$ cat src/rtl/dmem_access_unit_pkg.sv
// cpu_defs: shared size encodings, exception codes and W-stage record for the load/store unit
package cpu_defs;
    typedef enum logic [1:0] {SZ_BYTE = 2'b00, SZ_HALF = 2'b01, SZ_WORD = 2'b10, SZ_RSVD = 2'b11} size_t;
    localparam logic [4:0] EXC_ADEL = 5'd4;
    localparam logic [4:0] EXC_ADES = 5'd5;
    typedef struct packed {
        logic        valid;
        logic        is_load;
        size_t       size;
        logic        sext;
        logic [31:0] addr;
        logic [31:0] raw;
        logic        adel;
        logic        ades;
    } wreg_t;
    function automatic logic misaligned(size_t s, logic [1:0] a);
        return s == SZ_BYTE ? 1'b0 : s == SZ_HALF ? a[0] : |a;
    endfunction
endpackage

$ cat src/rtl/dmem_access_unit_if.sv
// dmem_access_unit_if: M-stage request, data RAM port and W-stage result bundle
interface dmem_access_unit_if #(parameter int DMEM_AW = 8);
    logic               m_valid;
    logic               m_flush;
    logic               m_rd_en;
    logic               m_wr_en;
    logic [1:0]         m_size;
    logic               m_sext;
    logic [31:0]        m_addr;
    logic [31:0]        m_wdata;
    logic [3:0]         dmem_we;
    logic [DMEM_AW-1:0] dmem_addr;
    logic [31:0]        dmem_wdata;
    logic [31:0]        dmem_rdata;
    logic               w_load_valid;
    logic [31:0]        w_rdata;
    logic               exc_adel;
    logic               exc_ades;
    logic               exc_pending;
    logic [31:0]        badvaddr;
    logic               exc_clr;
    modport master (
        output m_valid, m_flush, m_rd_en, m_wr_en, m_size, m_sext, m_addr, m_wdata, dmem_rdata, exc_clr,
        input  dmem_we, dmem_addr, dmem_wdata, w_load_valid, w_rdata, exc_adel, exc_ades, exc_pending, badvaddr
    );
    modport slave (
        input  m_valid, m_flush, m_rd_en, m_wr_en, m_size, m_sext, m_addr, m_wdata, dmem_rdata, exc_clr,
        output dmem_we, dmem_addr, dmem_wdata, w_load_valid, w_rdata, exc_adel, exc_ades, exc_pending, badvaddr
    );
endinterface

$ cat src/rtl/dmem_access_unit_load_align.sv
// load_align: picks the addressed byte/half out of a raw RAM word and extends it to 32 bits
module load_align
    import cpu_defs::*;
(
    input  logic [31:0] raw,
    input  logic [1:0]  offset,
    input  size_t       size,
    input  logic        sext,
    output logic [31:0] data
);
    logic [7:0]  b;
    logic [15:0] h;
    always_comb begin
        b = offset == 2'd0 ? raw[7:0] : offset == 2'd1 ? raw[15:8] : offset == 2'd2 ? raw[23:16] : raw[31:24];
        h = offset[1] ? raw[31:16] : raw[15:0];
        data = size == SZ_BYTE ? {{24{sext & b[7]}}, b} :
               size == SZ_HALF ? {{16{sext & h[15]}}, h} : raw;
    end
endmodule

$ cat src/rtl/dmem_access_unit.sv
// dmem_access_unit: M-stage store lane steering, M->W load pipeline and sticky address-error record
module dmem_access_unit
    import cpu_defs::*;
#(
    parameter int DMEM_AW = 8
) (
    input logic               clk,
    input logic               rst,
    dmem_access_unit_if.slave bus
);
    size_t       sz;
    logic        m_act;
    logic        mis;
    logic        st_req;
    logic        is_ld;
    logic [3:0]  we_base;
    wreg_t       w;
    logic [31:0] aligned;
    logic        pending;
    logic [31:0] bad;

    assign sz      = size_t'(bus.m_size);
    assign m_act   = bus.m_valid & ~bus.m_flush;
    assign mis     = misaligned(sz, bus.m_addr[1:0]);
    assign st_req  = m_act & bus.m_wr_en;
    assign is_ld   = bus.m_rd_en & ~bus.m_wr_en;
    assign we_base = sz == SZ_BYTE ? 4'b0001 : sz == SZ_HALF ? 4'b0011 : 4'b1111;

    assign bus.dmem_we    = st_req & ~mis ? we_base << bus.m_addr[1:0] : 4'b0000;
    assign bus.dmem_addr  = bus.m_addr[DMEM_AW+1:2];
    assign bus.dmem_wdata = sz == SZ_BYTE ? {4{bus.m_wdata[7:0]}} :
                            sz == SZ_HALF ? {2{bus.m_wdata[15:0]}} : bus.m_wdata;

    always_ff @(posedge clk) begin
        if (!rst)
            w <= '0;
        else
            w <= m_act ? '{valid: 1'b1, is_load: is_ld, size: sz, sext: bus.m_sext, addr: bus.m_addr,
                           raw: bus.dmem_rdata, adel: is_ld & mis, ades: bus.m_wr_en & mis} : '0;
    end

    load_align u_align (
        .raw   (w.raw),
        .offset(w.addr[1:0]),
        .size  (w.size),
        .sext  (w.sext),
        .data  (aligned)
    );

    assign bus.w_load_valid = w.valid & w.is_load & ~w.adel;
    assign bus.w_rdata      = bus.w_load_valid ? aligned : 32'd0;
    assign bus.exc_adel     = w.adel;
    assign bus.exc_ades     = w.ades;

    // A new fault beats a coincident clear so it is never lost
    always_ff @(posedge clk) begin
        if (!rst) begin
            pending <= 1'b0;
            bad     <= 32'd0;
        end else if ((w.adel | w.ades) && (!pending || bus.exc_clr)) begin
            pending <= 1'b1;
            bad     <= w.addr;
        end else if (bus.exc_clr)
            pending <= 1'b0;
    end

    assign bus.exc_pending = pending;
    assign bus.badvaddr    = bad;
endmodule

$ cat src/flat_wrapper.sv
// flat-port wrapper written by rule: the top's interface ports become plain ports
module dmem_access_unit_flat import cpu_defs::*;
#(
    parameter int DMEM_AW = 8
)
  (clk, rst, bus_m_valid, bus_m_flush, bus_m_rd_en, bus_m_wr_en, bus_m_size, bus_m_sext, bus_m_addr, bus_m_wdata, bus_dmem_rdata, bus_exc_clr, bus_dmem_we, bus_dmem_addr, bus_dmem_wdata, bus_w_load_valid, bus_w_rdata, bus_exc_adel, bus_exc_ades, bus_exc_pending, bus_badvaddr);
  dmem_access_unit_if #(.DMEM_AW(DMEM_AW)) bus_i ();
  input logic clk;
  input logic rst;
  input wire logic [$bits(bus_i.m_valid)-1:0] bus_m_valid;
  input wire logic [$bits(bus_i.m_flush)-1:0] bus_m_flush;
  input wire logic [$bits(bus_i.m_rd_en)-1:0] bus_m_rd_en;
  input wire logic [$bits(bus_i.m_wr_en)-1:0] bus_m_wr_en;
  input wire logic [$bits(bus_i.m_size)-1:0] bus_m_size;
  input wire logic [$bits(bus_i.m_sext)-1:0] bus_m_sext;
  input wire logic [$bits(bus_i.m_addr)-1:0] bus_m_addr;
  input wire logic [$bits(bus_i.m_wdata)-1:0] bus_m_wdata;
  input wire logic [$bits(bus_i.dmem_rdata)-1:0] bus_dmem_rdata;
  input wire logic [$bits(bus_i.exc_clr)-1:0] bus_exc_clr;
  output wire logic [$bits(bus_i.dmem_we)-1:0] bus_dmem_we;
  output wire logic [$bits(bus_i.dmem_addr)-1:0] bus_dmem_addr;
  output wire logic [$bits(bus_i.dmem_wdata)-1:0] bus_dmem_wdata;
  output wire logic [$bits(bus_i.w_load_valid)-1:0] bus_w_load_valid;
  output wire logic [$bits(bus_i.w_rdata)-1:0] bus_w_rdata;
  output wire logic [$bits(bus_i.exc_adel)-1:0] bus_exc_adel;
  output wire logic [$bits(bus_i.exc_ades)-1:0] bus_exc_ades;
  output wire logic [$bits(bus_i.exc_pending)-1:0] bus_exc_pending;
  output wire logic [$bits(bus_i.badvaddr)-1:0] bus_badvaddr;
  assign bus_i.m_valid = bus_m_valid;
  assign bus_i.m_flush = bus_m_flush;
  assign bus_i.m_rd_en = bus_m_rd_en;
  assign bus_i.m_wr_en = bus_m_wr_en;
  assign bus_i.m_size = bus_m_size;
  assign bus_i.m_sext = bus_m_sext;
  assign bus_i.m_addr = bus_m_addr;
  assign bus_i.m_wdata = bus_m_wdata;
  assign bus_i.dmem_rdata = bus_dmem_rdata;
  assign bus_i.exc_clr = bus_exc_clr;
  assign bus_dmem_we = bus_i.dmem_we;
  assign bus_dmem_addr = bus_i.dmem_addr;
  assign bus_dmem_wdata = bus_i.dmem_wdata;
  assign bus_w_load_valid = bus_i.w_load_valid;
  assign bus_w_rdata = bus_i.w_rdata;
  assign bus_exc_adel = bus_i.exc_adel;
  assign bus_exc_ades = bus_i.exc_ades;
  assign bus_exc_pending = bus_i.exc_pending;
  assign bus_badvaddr = bus_i.badvaddr;
  dmem_access_unit #(.DMEM_AW(DMEM_AW)) u_core (.clk(clk), .rst(rst), .bus(bus_i));
endmodule
$ cat config.mk
export PLATFORM = sky130hd
export DESIGN_NAME = dmem_access_unit_flat
export DESIGN_NICKNAME = d
export VERILOG_FILES = /design/src/rtl/dmem_access_unit_pkg.sv /design/src/rtl/dmem_access_unit_if.sv /design/src/rtl/dmem_access_unit_load_align.sv /design/src/rtl/dmem_access_unit.sv /design/src/flat_wrapper.sv
export SDC_FILE = /design/constraint.sdc
export NUM_CORES = 1
export LEC_CHECK = 0
export CAP_MARGIN = 30
export CORE_ASPECT_RATIO = 0.5
export CORE_UTILIZATION = 41
export CTS_CLUSTER_DIAMETER = 40
export DETAILED_ROUTE_END_ITERATION = 8
export PLACE_DENSITY = 0.89
export SLEW_MARGIN = 10
export SYNTH_ARGS = -nofsm -noshare
export SYNTH_HDL_FRONTEND = slang
export SYNTH_SLANG_ARGS = --single-unit
export TNS_END_PERCENT = 1
$ cat constraint.sdc
create_clock -name clk -period 2.7 [get_ports clk]
set_clock_uncertainty 0.1 [all_clocks]
set_input_delay 0.405 -clock clk [delete_from_list [all_inputs] [get_ports clk]]
set_output_delay 0.405 -clock clk [all_outputs]
set_load 0.03 [all_outputs]
* Word-level counts from Yosys, hierarchy flattened
Cells that the tools add are included.
Storage, ports and cells: flip-flop bits (word level) 104, output and inout bits 112, input bits 106, word-level logic and storage cells 56
Operators by class: multiplexer cells 17, reduce and logical (&&, ||, !) cells 9, equal/unequal tests 4, bitwise operators 15, shift-type cells 1
Operators by type and width (count):
- 2-to-1 mux 32 bit | 5
- 2-to-1 mux 71 bit | 1
- 2-to-1 mux 8 bit | 3
- 2-to-1 mux 16 bit | 1
- 2-to-1 mux 4 bit | 3
- AND 1 bit | 10
- equality test 2 x 1 -> 1 bit, second input constant | 3
- zero test 2 bit | 3
- 2-to-1 mux 1 bit | 4
- inverter 1 bit | 4
- << shifter 4 x 2 -> 4 bit | 1
- equality test 2 bit, second input constant | 1
- AND reduction 2 bit | 1
- nonzero test 2 bit | 1
- OR reduction 2 bit | 1
- logical AND 1 bit | 1
- zero test 1 bit | 1
- logical OR 1 bit | 1
- bitwise OR 1 bit | 1

* Logic depth before layout (Yosys ltp)
Gate-level depths: netlist (run 1).
word-level depth 7, mapped depth 7, gate-level depth less buffers 5

* Cells and area by module
Synthesis (run 1) repeated with hierarchy kept, for this count alone.
Second synthesis, totals: cell total of the unflattened synthesis 527, area, all modules 4697.0 um^2
Modules (own cells, without submodules):
- dmem_access_unit | sequential area each 2082.0 um^2, area an instance 4082.7 um^2, times used 1, cells an instance 413
- load_align | sequential area each 0.0 um^2, area an instance 614.3 um^2, times used 1, cells an instance 114

* Worst setup path before layout (run 1)
Ideal clock, no wire load.
path type flip-flop to output port, from register u_core.w, in the netlist u_core.bus.exc_adel, to output port bus_w_rdata[0], setup slack -0.242 ns, path buffers 1, arrival 2.437 ns, required time 2.195 ns, cell stages (with the launch flop) 4, cells stage by stage dfxtp_1 -> or2_2 -> clkbuf_1 -> a2111oi_0
On the way: longest elaborated chain between the ends 3
RTL lines:
- start, declared | RTL line dmem_access_unit.sv:17 | wreg_t w;
- start signal, assigned | RTL line dmem_access_unit.sv:38 | w <= m_act ? '{valid: 1'b1, is_load: is_ld, size: sz, sext: bus.m_sext, addr: bus.m_addr,
- inverter 1 bit | RTL line dmem_access_unit.sv:50 | assign bus.w_load_valid = w.valid & w.is_load & ~w.adel;
- AND 1 bit | RTL line dmem_access_unit.sv:50
- 2-to-1 mux 32 bit | RTL line dmem_access_unit.sv:51 | assign bus.w_rdata = bus.w_load_valid ? aligned : 32'd0;
- end, declared | RTL line flat_wrapper.sv:24 | output wire logic [$bits(bus_i.w_rdata)-1:0] bus_w_rdata;
No other way between the ends.

* Worst setup path in the final report (run 1)
from input port bus_m_size[1], to output port bus_dmem_we[3]
On the way: longest elaborated chain between the ends 6, elaborated cells between the ends (all ways) 10, classes of those cells eq/ne: 1; shift: 1; mux: 5; bitwise: 2; reduce/logical: 1
RTL lines:
- start, declared | RTL line flat_wrapper.sv:14 | input wire logic [$bits(bus_i.m_size)-1:0] bus_m_size;
- branches (longest 5 deep; another with 2-to-1 mux 4 bit)
- 2-to-1 mux 4 bit * | RTL line dmem_access_unit.sv:29 | assign bus.dmem_we = st_req & ~mis ? we_base << bus.m_addr[1:0] : 4'b0000;
- end, declared | RTL line flat_wrapper.sv:20 | output wire logic [$bits(bus_i.dmem_we)-1:0] bus_dmem_we;
Every way passes the cells marked *.

==> metrics.txt, run 1 <==
run status finished clean; Compound-Gate Fraction of Synth Area between 10% and 20%; first-pass GRT wire length around 23000 um; Crit path required time approximately 2.2 ns; global route overflow 0; layout cells sized above 1 between 15 and 20%; Crit Reg-Reg Startpoint u_core.bus.exc_pending; wire length per cell 17.2 um; Rel. slew slack between 50% and 60%; Layout area overhead 56.4%; multiplexer share of the synthesized area about a tenth; max_cap viols 0; Worst setup SP type primary input; setup repair after global routing missed its margin yes; hold_sp u_core.w[45]; # hold bufs at CTS 0; setup bufs post-CTS 0; number of synthesized flops with an enable pin 0; Die Y approximately 77 um; Vias per Instance approximately 5.2; total track usage ~26%; Post-Synth Adder-Cell Area 0%; Slew @ Worst Pin about 0.66 ns; worst hold stages 2; Num CTS Buffers 9; initial antenna violation count 0; DP HPWL 10500 um; max-slew violation count 0; Post-Syn Nets approximately 620; H-Tree Depth 3; port bufs ~220; Initial DRT Pass Iterations 4; gpl congestion a little under 0.9; Via Count between 4000 and 5000; pre-CTS setup slack -0.0876 ns; total die area around 12000 um2; final worst path period need 2.69 ns; Root Buffer clkbuf_16; Synth async-reset ratio 0%; Achievable Freq 0.371 GHz; core area ~11000 um2; flop2flop setup slack about 0.96 ns; Worst R2R Path Depth 4; worst setup margin between 0.005 and 0.006 ns; area leader, netlist dfxtp_1; crit end category output port; Final nets 805; Setup TNS 0 ns; Peak VDD IR roughly 0.38 mV; Post-Syn Instances about 510; post-route clock period utilization between 90 and 100%; Synth Area per Inst just under 9 um2; Worst Path Arrival 2.19 ns; CTS tree done; Die X ~150 um; Initial DRC Count roughly 300; Worst-Skew Late Latency between 0.3 and 0.4 ns; setup violators final 0; xor and xnor fraction of the mapped netlist area less than 1%; post-synth cell types 37; Final Hold Fails 0; synthesized flop and latch total 104; largest family of logic cells by synthesized area simple AND/OR/NAND/NOR gates; vias in the first global route approximately 4400; simple-gate area share of the yosys netlist roughly 22%; LEAKAGE 2.92 nW; pin count of the biggest net entering global routing between 60 and 70; CTS sink cnt around 100; Synth Cell Area between 4000 and 5000 um2; post-layout util 68.0%; Hold Path Sink u_core.bus.badvaddr[11]; ANT cells 0; Max Fanout on Critical Path 16; Area contributors post-synth dfxtp_1, and3_1, nand2_1; Hold WC Path Type reg -> reg; synth warn 0; num ports between 200 and 250; share of the synthesized area in the top cell type a little under half; number of remaining DRC errors 0; Max Buffers Root-to-Sink 2; WHS 0.343 ns; sequential area share after synthesis 45.5%; critical path class in -> out; Pwr Density roughly 480 nW/um2; DRT antenna net count 0; Core Rows 26; DRT Wirelength ~15000 um; Reg-to-Reg End u_core.bus.badvaddr[14]; ys flop type dfxtp_1; Clk pin slew, worst setup/hold paths around 0.070 ns; Starting Density about 44%
==> per-layer routing <==
metal	vias to the layer above	GRT usage [%]	part of all wire (%)
met5	-	0	0
li1	2120	-	-
met4	0	9.20	2.7
met2	153	44.7	52
met1	2123	30.2	39
met3	33	6.37	5.6
==> cells in the mapped netlist (2+ instances only) <==
master,instances
mux4_1,2
mux2i_1,10
buf_2,3
nor2_1,5
and3_1,74
buf_4,16
nor2b_1,10
nand2_1,86
a2111oi_0,7
nand2b_1,8
a21oi_1,18
o22ai_1,14
mux2_2,16
o21ai_0,10
or2_2,2
buf_6,2
inv_1,20
a21boi_0,32
nor3_1,12
clkbuf_1,40
mux4_2,5
dfxtp_1,104
==> critical path, stage by stage <==
cell,delay [ns]
clkdlybuf4s50_1,0.49
buf_4,0.23
buf_4,0.23
mux2i_1,0.19
nor2_1,0.06
a211oi_2,0.29
buf_4,0.18
buf_12,0.11
==> sequential cells by signal, summed over array words and instances, names as in the netlist <==
signal / count
u_core.w: 69
u_core.bus.exc_adel: 1
u_core.bus.exc_ades: 1
u_core.bus.exc_pending: 1
u_core.bus.badvaddr: 32
==> repair_timing <==
action	4_1_cts	5_1_grt
gates resized for setup	76	13
pin swaps	0	0
endpoints found under the setup margin	30	29
==> cell usage in the layout, fill, tap and decap left out, types with 12 or more instances in the layout <==
cell and instances:
a21boi_0 32, a21oi_1 18, and3_1 74, buf_4 41, clkdlybuf4s15_2 22, clkdlybuf4s50_1 165, dfxtp_1 104, inv_1 20
mux2_2 16, nand2_1 86, nor3_1 12, o22ai_1 14
==> power by group <==
part / switching, mW / total (mW) / internal (mW)
Clock: 0.556 / 1.30 / 0.747
Combinational: 0.255 / 0.540 / 0.284
Sequential: 0.0180 / 1.58 / 1.56
==> layout make-up <==
type                            instances  area, um2
Tap cell                              140        175
Timing Repair Buffer                  239       2360
Clock inverter                          4       53.8
Multi-Input combinational cell        325       2160
Fill cell                             788       3360
Inverter                               20       75.1
Clock buffer                           12        246
Sequential cell                       104       2080
==> cell families (layout without fill, tap and decap cells) <==
family,count (synthesis),after routing
xor+xnor,2,2
buf+inv,82,275
compound gates,89,89
simple gates,200,200
mux,34,34
flops,104,104
==> worst max-delay path by stage <==
stage               cells after the start           startpoint               to  slack, ns
finish                                  8        bus_m_size[1]   bus_dmem_we[3]      0.006
global route                            8        bus_m_size[1]   bus_dmem_we[3]      -0.07
CTS                                     5         u_core.w[35]  bus_w_rdata[10]      -0.05
detailed placement                      8        bus_m_size[1]   bus_dmem_we[3]      -0.09
global placement                        8        bus_m_size[1]   bus_dmem_we[3]       0.01
floorplan                               3  u_core.bus.exc_adel   bus_w_rdata[0]      -0.24
==> through the flow <==
stage          cells  area, um2  power, mW
2_1_floorplan    511       4570       1.88
3_3_place_gp     828       6770       2.14
3_5_place_dp     828       6770       2.15
4_1_cts          844       7120       3.45
5_1_grt          844       7150       3.55
6_report         844       7150       3.42
Note: power is estimated with default switching activity, not from simulation.
==> run 2: changes to the inputs <==
==> constraint.sdc (replaced) <==
create_clock -name clk -period 3.01 [get_ports clk]
set_clock_uncertainty 0.1 [all_clocks]
set_input_delay 0.4515 -clock clk [delete_from_list [all_inputs] [get_ports clk]]
set_output_delay 0.4515 -clock clk [all_outputs]
set_load 0.03 [all_outputs]
==> run 2 against run 1 <==
  * Sequential share of layout area increased by 0.39 points
  * Count of clock-buffer cells in the layout fell by 2
  * Clock power barely moved
  * Utilization is 0.91 points lower
  * Via count down 1.4%
  * Register-to-register slack gained 0.35 ns
  * First-iteration DRC count shrank 11%
  * Die area unchanged
  * Critical path depth decreased by 3
  * Total power shrank 6.2%
  * Cell area is 1.3% lower
==> metrics.txt, run 2 (synthesis results as in run 1) <==
Clk pin slew, worst setup/hold paths 0.07 ns (about the same); setup repair after global routing missed its margin yes; setup violators final 0 (unchanged); Layout area overhead 54.3%; Achievable Freq around 0.34 GHz; Crit path required time 2.46 ns (+0.27 ns); Max Buffers Root-to-Sink 2 (unchanged); max FFs per register 69 (unchanged); Setup TNS 0 ns (unchanged); Reg-to-Reg End u_core.bus.badvaddr[19]; total track usage 25.5% (-0.077 points); DP HPWL 10400 um (-1.3%); Die X 151 um (unchanged); Root Buffer clkbuf_16; max-slew violation count 0 (unchanged); core area 10500 um2 (unchanged); layout cells sized above 1 11.3% (-5.9 points); commonest cells after routing, fill and taps aside clkdlybuf4s50_1, dfxtp_1, nand2_1; CTS tree done; Crit Reg-Reg Startpoint u_core.bus.exc_pending; worst hold stages 2 (unchanged); global route overflow 0 (unchanged); Slew @ Worst Pin 0.667 ns (+0.00666 ns); delay-heaviest family, CP compound AO/OA/AOI/OAI gates; Hold Path Sink u_core.bus.badvaddr[4]; Rel. slew slack 55.5% (-0.44 points); first-pass GRT wire length 22600 um (-2.4%); Pwr Density 455 nW/um2 (-5.0%); wire length per cell 17.5 um (+1.2%); critical path class reg -> out; commonest non-fill, non-tap cell in the layout clkdlybuf4s50_1; Core Rows 26 (unchanged); worst stage delay on the critical path 0.54 ns (+0.05 ns); Worst-Skew Late Latency 0.34 ns (about the same); Placed Instance Area 6720 um2 (-0.70%); final worst path period need roughly 3 ns; crit end category output port; Starting Density 43.5% (unchanged); Hold WC Path Type reg -> reg; Worst R2R Path Depth 4 (unchanged); Initial DRT Pass Iterations 4 (unchanged); ANT cells 0 (unchanged); Worst setup SP type flip-flop; run status finished clean; WHS 0.346 ns (+0.00387 ns); cell mode on critical path buf_4; post-route clock period utilization ~97%; final total power 3.21 mW (-6.2%); Max Fanout on Critical Path 10 (-6); LEAKAGE 2.93 nW (+0.25%); total die area 11600 um2 (unchanged); CP cell instances nand2b_1 > buf_4 > o22ai_1 > a2111oi_1 > buf_4; dpl cells 821 (-0.85%); Final Hold Fails 0 (unchanged); Top reg by flops u_core.w; CP Buf/Inv Count 2 (-3); # hold bufs at CTS 0 (unchanged); CTS sink cnt 104 (unchanged); Peak VDD IR 0.361 mV (-4.5%); Via Count 4367 (-1.4%); Vias per Instance 5.22 (-0.58%); Worst Path Arrival 2.38 ns (+0.19 ns); Die Y 76.7 um (unchanged); flop2flop setup slack 1.31 ns (+0.35 ns); post-route cell area 7050 um2 (-1.3%); DRT Wirelength 14600 um (+0.41%); num ports 218 (unchanged); post-route insts no fill 837 (-0.83%); Num CTS Buffers 9 (unchanged); DRT antenna net count 0 (unchanged); initial antenna violation count 0 (unchanged); number of remaining DRC errors 0 (unchanged); Worst setup startpoint u_core.w[68]; pin count of the biggest net entering global routing 83 (+20%); vias in the first global route 4272 (-3.6%); max_cap viols 0 (unchanged); gpl congestion 0.871 (+0.72%); Critical-path top delay cell a2111oi_1; hold_sp u_core.w[38]; port bufs 217 (unchanged); Initial DRC Count 267 (-11%); H-Tree Depth 3 (unchanged); Final nets 799 (-0.75%)
==> run 2: cell types whose count changed in the layout (fill, tap and decap cells not counted), sizes merged <==
cell / delta
buf: -13
dlygate4sd2: +13
clkdlybuf4s50: +10
clkdlybuf4s15: -13
clkinvlp: -1
dlymetal6s2s: -4
bufinv: +2
clkbuf: -1
==> run 2: repair_timing <==
item	CTS	global route
cloned	0	0
setup buffers	1	0
gates resized for setup	26	13
pin swaps	1	0
setup endpoints to repair	25	14
==> run 2: worst min-delay path, stage by stage (launching register included) <==
cell	delay, ns
dfxtp_1	0.30
nand2_1	0.04
a21boi_0	0.06
==> run 2: final cells by class <==
cell class | instances | area, um2
fill | 804 | 3450
inverter | 20 | 75.1
clock buffer | 10 | 229
timing repair buffer | 233 | 2270
clock inverter | 5 | 106
sequential | 104 | 2080
tap | 140 | 175
multi-input combinational | 325 | 2110
==> run 2: how the worst max path moves through the flow <==
| stage | slack (ns) | endpoint | cells after the start |
|---|---|---|---|
| floorplan | 0.02 | bus_w_rdata[0] | 3 |
| global placement | 0.28 | bus_w_rdata[29] | 7 |
| detailed placement | 0.15 | bus_w_rdata[25] | 7 |
| CTS | 0.06 | bus_w_rdata[3] | 5 |
| global route | -0.01 | bus_w_rdata[15] | 6 |
| finish | 0.08 | bus_w_rdata[3] | 5 |
==> run 2: metal layers <==
| layer | vias to the layer above | GRT usage, % | routed length [um] |
|---|---|---|---|
| met3 | 55 | 5.54 | 605 |
| met1 | 2063 | 30.3 | 6020 |
| met5 | - | 0 | 0 |
| met4 | 0 | 13.1 | 616 |
| li1 | 2102 | - | - |
| met2 | 147 | 43.1 | 7370 |
==> run 2: where the power goes <==
group | switching [mW] | internal [mW]
sequential | 0.0163 | 1.40
clock | 0.501 | 0.810
combinational | 0.226 | 0.256
==> run 2: through the flow <==
stage | setup slack (ns) | utilization, %
global route | -0.0112 | 67.1
detailed placement | 0.145 | 64.0
floorplan | 0.0211 | -
CTS | 0.0613 | 67.1
global placement | 0.278 | 64.0
finish | 0.0799 | 67.1
